File: config.mk
export PLATFORM = sky130hd
export DESIGN_NAME = flag_unit_arbiter
export DESIGN_NICKNAME = d
export VERILOG_FILES = /design/src/rtl/flag_unit_arbiter.sv
export SDC_FILE = /design/constraint.sdc
export NUM_CORES = 1
export LEC_CHECK = 0
export CAP_MARGIN = 20
export CORE_ASPECT_RATIO = 2
export CORE_MARGIN = 4
export CORE_UTILIZATION = 45
export DETAILED_ROUTE_END_ITERATION = 8
export HOLD_SLACK_MARGIN = 0.08
export PLACE_DENSITY = 0.76
export RECOVER_POWER = 25
export REMOVE_ABC_BUFFERS = 1
export SYNTH_ARGS = -nofsm -noshare
export SYNTH_HDL_FRONTEND = slang
export SYNTH_SLANG_ARGS = --single-unit
File: constraint.sdc
create_clock -name clk -period 7.14 [get_ports clk]
set_input_delay 1.428 -clock clk [delete_from_list [all_inputs] [get_ports clk]]
set_output_delay 1.428 -clock clk [all_outputs]
set_load 0.05 [all_outputs]
File: src/rtl/flag_unit_arbiter.sv
// Round-robin arbiter sharing one add/subtract + NZCV flag unit between the
// execute stage (port 0) and the compare/branch unit (port 1).
module flag_unit_arbiter #(
   parameter int W = 17
) (
   input  logic         clk,
   input  logic         rst,
   input  logic         req0_valid,
   output logic         req0_ready,
   input  logic [W-1:0] req0_op1,
   input  logic [W-1:0] req0_op2,
   input  logic         req0_sub,
   input  logic         req1_valid,
   output logic         req1_ready,
   input  logic [W-1:0] req1_op1,
   input  logic [W-1:0] req1_op2,
   input  logic         req1_sub,
   output logic         out_valid,
   input  logic         out_ready,
   output logic [W-1:0] out_result,
   output logic [3:0]   out_flags,
   output logic         out_id,
   output logic [3:0]   flag_q
);

   // state | meaning
   // IDLE  | waiting for a request; grants one port per visit
   // CALC  | latched operands go through the adder, result/flags registered
   // HOLD  | result presented until the consumer takes it

   typedef enum logic [1:0] {IDLE, CALC, HOLD} state_t;

   state_t       state;
   logic         last_grant;
   logic [W-1:0] op1_q;
   logic [W-1:0] op2_q;
   logic         sub_q;
   logic         id_q;
   logic         grant0;
   logic         grant1;
   logic [W-1:0] b;
   logic [W:0]   sum;

   always_comb begin
      grant0 = 1'b0;
      grant1 = 1'b0;
      if (!rst && state == IDLE) begin
         if (req0_valid && req1_valid) begin
            grant0 = last_grant;
            grant1 = !last_grant;
         end else begin
            grant0 = req0_valid;
            grant1 = req1_valid;
         end
      end
   end

   assign req0_ready = grant0;
   assign req1_ready = grant1;

   // Subtraction is op1 + ~op2 + 1, so C = 1 means no borrow.
   assign b   = sub_q ? ~op2_q : op2_q;
   assign sum = {1'b0, op1_q} + {1'b0, b} + {{W{1'b0}}, sub_q};

   always_ff @(posedge clk) begin
      if (rst) begin
         state      <= IDLE;
         last_grant <= 1'b1;
         op1_q      <= '0;
         op2_q      <= '0;
         sub_q      <= 1'b0;
         id_q       <= 1'b0;
         out_valid  <= 1'b0;
         out_result <= '0;
         out_flags  <= '0;
         out_id     <= 1'b0;
         flag_q     <= '0;
      end else begin
         case (state)
            IDLE: begin
               if (grant0 || grant1) begin
                  op1_q <= grant1 ? req1_op1 : req0_op1;
                  op2_q <= grant1 ? req1_op2 : req0_op2;
                  sub_q <= grant1 ? req1_sub : req0_sub;
                  id_q  <= grant1;
                  state <= CALC;
               end
            end
            CALC: begin
               out_result <= sum[W-1:0];
               out_flags  <= {sum[W-1],
                              sum[W-1:0] == '0,
                              sum[W],
                              (op1_q[W-1] == b[W-1]) && (sum[W-1] != op1_q[W-1])};
               out_id     <= id_q;
               out_valid  <= 1'b1;
               state      <= HOLD;
            end
            HOLD: begin
               if (out_ready) begin
                  flag_q     <= out_flags;
                  last_grant <= out_id;
                  out_valid  <= 1'b0;
                  state      <= IDLE;
               end
            end
            default: state <= IDLE;
         endcase
      end
   end

endmodule

# After elaboration in Yosys (flattened, before gate mapping)
# Index checks and enable logic that the tools add are counted.
[word_totals]
elab_cells = 46
ff_bits = 66
output_inout_bits = 29
in_bits = 75
[op_classes]
n_reduce_logical = 13
mux = 13
bitwise_logic = 1
add_sub_neg = 2
n_eq_ne = 6
[op_table]
columns = ["cell", "count"]
rows = [
  ["$mux 17", 3],
  ["$add 17x17->18", 1],
  ["$add 18x1->18", 1],
  ["$logic_not 17->1", 1],
  ["$not 17->17", 1],
  ["$reduce_and 2->1", 4],
  ["$mux 1", 6],
  ["$pmux 2 s3", 1],
  ["$mux 2", 2],
  ["$logic_and 1x1->1", 3],
  ["$eq 2x1->1 const B", 1],
  ["$eq 2x2->1 const B", 1],
  ["$logic_not 1->1", 2],
  ["$logic_not 2->1", 1],
  ["$ne 2x1->1 const B", 1],
  ["$ne 2x2->1 const B", 1],
  ["$pmux 1 s2", 1],
  ["$reduce_bool 2->1", 1],
  ["$eq 1x1->1", 1],
  ["$logic_or 1x1->1", 1],
  ["$ne 1x1->1", 1],
]

# Depth between registers and ports, before layout
# Gate-level depths: netlist of run 1.
[logic_depth]
ltp_word = 6
ltp_mapped = 12
mapped_depth_nobuf = 10

# Worst setup path after synthesis of run 1
# No wires, ideal clock.
[synth_timing]
path_type = "in2out"
from = "input port rst"
to = "output port req0_ready"
required_time_ns = 5.712
stages = 4
path_buffers = 1
arrival_ns = 2.488
slack_ns = 3.224
path_cell_list = "nor3_1 -> nand3_1 -> clkinv_1 -> buf_1"
[synth_via]
elab_chain_cells = 3
[synth_lines]
columns = ["item", "line_no", "text"]
rows = [
  ["from (decl)", "7", "input logic rst,"],
  ["$logic_not 1->1", "47", "if (!rst && state == IDLE) begin"],
  ["$logic_and 1x1->1", "47", ""],
  ["$mux 1", "47", ""],
  ["to (decl)", "9", "output logic req0_ready,"],
]
# Every way passes these cells.

# Final worst setup path of run 1
[layout_timing]
from = "input port req1_valid"
to = "output port req0_ready"
[layout_via]
elab_chain_cells = 3
[layout_lines]
columns = ["item", "line_no", "text"]
rows = [
  ["from (decl)", "13", "input logic req1_valid,"],
  ["$logic_and 1x1->1", "48", "if (req0_valid && req1_valid) begin"],
  ["$mux 1", "48", ""],
  ["$mux 1", "47", ""],
]
# Every way passes these cells.

==> results of run 1 <==
==> through the flow <==
step / worst slack (ns) / std cells
floorplan: 1.98 / 426
global placement: 2.40 / 630
detailed placement: 2.37 / 630
CTS: 2.36 / 646
global route: 2.31 / 647
finish: 2.41 / 647
==> state kept, by name (all words and copies together) (netlist names) <==
signal	count
op1_q	17
out_id	1
op2_q	17
last_grant	1
state	2
flag_q	4
out_result	17
id_q	1
sub_q	1
out_flags	3
out_valid	1
==> worst min path at each step <==
stage                                      from                           to  cells after the start
finish                        id_q$_SDFFE_PP0P_          out_id$_SDFFE_PP0P_                      2
CTS                           id_q$_SDFFE_PP0P_          out_id$_SDFFE_PP0P_                      2
detailed placement            id_q$_SDFFE_PP0P_          out_id$_SDFFE_PP0P_                      2
floorplan                     id_q$_SDFFE_PP0P_          out_id$_SDFFE_PP0P_                      2
global placement    out_result[14]$_SDFFE_PP0P_  out_result[14]$_SDFFE_PP0P_                      2
global route        out_result[14]$_SDFFE_PP0P_  out_result[14]$_SDFFE_PP0P_                      2
==> placed cells by master, fill, tap and decap left out, drive strengths merged, types with 3 or more instances in the layout <==
cell           instances
nand3                  5
nor2b                  6
dlygate4sd3            3
buf                    4
a21oi                 20
a31oi                  5
a311oi                36
xor2                  20
a21o                   9
mux2i                  4
inv                    8
nand3b                 3
clkinv                 4
nor2                  53
or2                    3
nand2                 98
dfxtp                 65
a211o                  5
o21ai                 11
nor3                   7
clkdlybuf4s50         99
xnor2                  6
ha                    18
clkbuf                13
a211oi                 8
==> worst max-delay path: stages <==
cell             delay [ns]
clkdlybuf4s50_1        0.49
nand2b_1               0.06
nand3_1                0.08
buf_4                  0.35
clkinv_1               0.15
clkdlybuf4s50_1        0.72
==> power groups by stage <==
| stage | Combinational, mW | Clock, mW | Sequential (mW) |
|---|---|---|---|
| final | 0.362 | 0.457 | 0.419 |
| after global routing | 0.399 | 0.478 | 0.422 |
| after CTS | 0.361 | 0.462 | 0.419 |
| after detailed placement | 0.357 | 0 | 0.426 |
| after global placement | 0.349 | 0 | 0.425 |
| after floorplan | 0.192 | 0 | 0.468 |
==> cell type report <==
type	count	area [µm²]	area share (%)
Clock buffer	10	229	4.57
Sequential cell	65	1300	26.0
Inverter	9	33.8	0.675
Timing Repair Buffer	109	1060	21.2
Multi-Input combinational cell	352	2180	43.5
Tap cell	96	120	2.40
Clock inverter	6	82.6	1.65
==> routing by layer <==
layer  up-vias  wire length, µm  global-route usage (%)
met5         -                0                       0
li1       1802                -                       -
met2        99             5240                    37.2
met3        19              358                    3.34
met4         0              247                    8.37
met1      1713             3680                    20.7
==> cells by family after synthesis <==
| family | synth area share, % |
|---|---|
| DFF | 35.8 |
| muxes | 1.51 |
| xor gates and xnor gates | 6.26 |
| buffers and inverters | 4.33 |
| adders and majority gates | 6.74 |
| AOI/OAI and AO/OA | 22.5 |
| and+or+nand+nor | 22.9 |
==> results.cfg, run 1 <==
[run_status]
status = finished, violations left
violations = capacitance limit, slew limit

[placement]
place_area_um2 = 4700
finalWeightedCongestion = 0.925
io_buffer_count = 103
hpwlAfterDp_mm = 6.84

[timing]
drv_slew = 139
grt_setup_unrepaired = false
max_freq_mhz = 211
tightest_slew_ns = 2.80
post-route-min-period_ns = 4.73
setup_viol = 0
finalSetupTns_ns = 0
hold_slack_ns = 0.460
finClkSkew_ns = 0.00295
period_share_pct = 66.2
finalHoldViolations = 0
slew_headroom_pct = -86.7

[power_and_ir_drop]
finalPower_mw = 1.24
p_switching_uw = 384
peakVddDrop_mv = 0.186
p_clk_share_pct = 36.9
p_seq_share_pct = 33.9
p_sw_share_pct = 31.0
p_leak_nw = 2.05
pwr-share-comb_pct = 29.2
internal_power_uw = 855
power_density_nw_per_um2 = 247

[cts]
cts_buffers = 9
clockRootBuffer = clkbuf_16
cts_buffer_depth = 2
clk-insertion-delay-late_ns = 0.32
clk_pin_slew_ns = 0.05
htree_levels = 3
cts_resized = 0
clock-sinks = 65
postCtsHoldBufs = 0
cts_post_setup_buffers_inserted = 0
cts_tree = built

[critical_path]
cp_data_arrival_time_ns = 3.30
crit_fanout = 38
r2r_start = sub_q$_SDFFE_PP0P_
worstSetupEndpoint = req0_ready
reg2reg_to = out_flags[2]$_SDFFE_PP0P_
critPathLaunch = req1_valid
critPathLaunchType = input pin
worstSetupEndpointType = output pin
reg2reg_slack_ns = 3.63
r2r_cells = 11
crit_required_ns = 5.71
worstSetupPathType = in -> out

[synth]
syn_inst = 456
synth-edff-count = 0
synth-main-ff-cell = dfxtp_1
ys_types = 53
synth.area.top_cells = dfxtp_1, nand2_1, a311oi_1, ha_1, nor2_1
syn_avg_cell_area_um2 = 7.98
yosysTopAreaCellShare_pct = 35.8
synth_seq_cells = 65
synth-seq-area-share_pct = 35.8
synthTopCellsByCount = nand2_1, dfxtp_1, nor2_1
async_flop_share_pct = 0
yosys_warnings = 0
post-synth-top-count-cell = nand2_1
synthesis.area_um2 = 3640
synth_largest_area_cell = dfxtp_1

[floorplanning]
rows = 46
core-area_um2 = 7890
dieArea_um2 = 9670
dieHeight_um = 135
initial_core_util_pct = 46.1
dieWidth_um = 71.6
pin_count = 104

[detailed_routing]
wl_per_cell_um = 14.7
antenna_left = 0
drc = 0
detail_route.wirelength_mm = 9.53
via_count = 3633
drt-initial-drc-count = 204
firstDrtPassIters = 4
avgViaCountPerCell = 5.62

[finish]
drive_gt1_share_pct = 4.90
final_core_utilization_pct = 63.5
area_delta_synth_final_pct = 37.7
finalNetCount = 640
nFillCells = 682
diodes = 0
final_area_um2 = 5010

[global_routing]
grt_pass1_wl_mm = 15.4
grt_max_degree = 73
overflow = 0
grt_pass1_vias = 3512
antenna_found_initial = 0
grtUsageTotal_pct = 19.7

[flow_run]
max-cap-violations = 2

[min_path]
hold_path_class = reg -> reg
No activity file was read; power rests on OpenSTA's default activity.
==> run 2, diff against run 1 <==
==> constraint.sdc (replaced) <==
create_clock -name clk -period 4.4 [get_ports clk]
set_input_delay 0.88 -clock clk [delete_from_list [all_inputs] [get_ports clk]]
set_output_delay 0.88 -clock clk [all_outputs]
set_load 0.05 [all_outputs]
==> run 2 against run 1 <==
Compared with the run above: the flow still finishes with violations (capacitance limit, slew limit); critical endpoint is now out_flags[2]$_SDFFE_PP0P_; cell count rose by 0.15%; core utilization decreased by 0.079 points; routed wire length barely moved; non-clock buffer count grew 1.
==> results.cfg, run 2 (same netlist as run 1, synthesis figures left out) <==
[placement]
place_area_um2 = 4700
dp_worst_setup_slack_ns = 1.07
io_buffer_count = 103
hpwlAfterDp_mm = 7.12
finalWeightedCongestion = 0.939
dpl.cell_count = 631

[power_and_ir_drop]
p_leak_nw = 2.05
peakVddDrop_mv = 0.316
power_density_nw_per_um2 = 392

[critical_path]
cp_slowest_cell = or4_1
critPathLaunchType = register
cp_data_arrival_time_ns = 3.63
crit_family = simple AND/OR/NAND/NOR gates
cpPeakStageDelay_ns = 0.53
critPathLaunch = sub_q$_SDFFE_PP0P_
crit_required_ns = 4.67
path_buf_inv = 1
worstSetupPathType = reg -> reg
crit_chain = buf_4 > mux2_4 > fa_1 > a211o_1 > a21oi_1 > o21bai_1 > xor2_1 > or4_1 > nor4_1 > nand4_1 > nand2_1
worstSetupEndpointType = register
r2r_start = sub_q$_SDFFE_PP0P_
crit_fanout = 18

[cts]
clk_pin_slew_ns = 0.05
postCtsHoldBufs = 0
clk-insertion-delay-late_ns = 0.33
clock-sinks = 65
cts_buffers = 9
htree_levels = 3
clockRootBuffer = clkbuf_16
cts_resized = 0
cts_post_setup_buffers_inserted = 0
cts_tree = built
cts_buffer_depth = 2

[timing]
setup_viol = 0
slew_headroom_pct = -75.6
max_freq_mhz = 298
grt_setup_unrepaired = false
finalSetupTns_ns = 0
period_share_pct = 76.3
drv_slew = 65
finClkSkew_ns = 0.00726
finalWorstSetupSlack_ns = 1.04
tightest_slew_ns = 2.63
finalHoldViolations = 0
post-route-min-period_ns = 3.36

[detailed_routing]
antenna_left = 0
detail_route.wirelength_mm = 9.54
firstDrtPassIters = 4
drt-initial-drc-count = 257
avgViaCountPerCell = 5.49
wl_per_cell_um = 14.7
drc = 0
via_count = 3557

[floorplanning]
rows = 46
dieArea_um2 = 9670
pin_count = 104
dieWidth_um = 71.6
core-area_um2 = 7890
initial_core_util_pct = 46.1
dieHeight_um = 135

[run_status]
violations = capacitance limit, slew limit
status = finished, violations left

[finish]
layout_common_cells = clkdlybuf4s50_1, nand2_1, dfxtp_1
final_core_utilization_pct = 63.4
reg.largest.list = op1_q: 17 flops, op2_q: 17 flops, out_result: 17 flops
final_area_um2 = 5000
drive_gt1_share_pct = 5.43
mostFrequentLayoutCell = clkdlybuf4s50_1
finalNetCount = 641
area_delta_synth_final_pct = 37.5
nFillCells = 693
multi_input_comb_area_um2 = 2180
diodes = 0
seq_area_um2 = 1300
stdcell_count = 648

[global_routing]
grt_pass1_wl_mm = 15.8
overflow = 0
grt_pass1_vias = 3508
antenna_found_initial = 0
grtUsageTotal_pct = 20.4
grt_max_degree = 65

[flow_run]
max-cap-violations = 1

[min_path]
hold_path_class = reg -> reg
hold_start = id_q$_SDFFE_PP0P_
==> run 2: cell types whose count changed in the layout (fill, tap and decap cells not counted), sizes merged <==
cell and change:
buf +4, bufinv -1, clkdlybuf4s50 +1, clkinv -1
clkinvlp -1, clkbuf +2, dlygate4sd3 -3
==> run 2: metal layers <==
layer | wire length [µm] | track usage, %
met5 | 0 | 0
met4 | 281 | 9.83
met3 | 426 | 4.31
met2 | 5270 | 38.5
met1 | 3560 | 20.5
==> run 2: final cells by class <==
type                       count  share of cell area [%]
clock buffer                  13                    5.00
clock inverter                 3                   0.801
inverter                       9                   0.676
multi-input combinational    352                    43.7
sequential                    65                    26.0
tap                           96                    2.40
timing repair buffer         110                    21.4
==> run 2: tightest hold or removal path: cells and delay by family (launching register included) <==
family / cells / cell delay (ns)
DFF: 1 / 0.31
and+or+nand+nor: 1 / 0.05
AOI/OAI and AO/OA: 1 / 0.05
==> run 2: power breakdown <==
group	switching, mW	total, mW	internal (mW)
logic	0.337	0.591	0.253
registers	0.0369	0.680	0.643
clock network	0.238	0.689	0.452
total	0.612	1.96	1.35
==> run 2: path summary, 6_finish.rpt <==
path                                    end  slack (ns)  cells after the start
hold reg to reg         out_id$_SDFFE_PP0P_        0.46                      2
hold / removal          out_id$_SDFFE_PP0P_        0.46                      2
setup reg to reg  out_flags[2]$_SDFFE_PP0P_        1.04                     11
setup / recovery  out_flags[2]$_SDFFE_PP0P_        1.04                     11
==> run 2: metrics by stage <==
| stage | power, mW | hold WS (ns) |
|---|---|---|
| 3_3_place_gp | 1.26 | 0.443 |
| 6_report | 1.96 | 0.457 |
| 5_1_grt | 2.06 | 0.486 |
| 4_1_cts | 1.97 | 0.462 |
| 2_1_floorplan | 1.07 | 0.426 |
| 3_5_place_dp | 1.28 | 0.454 |
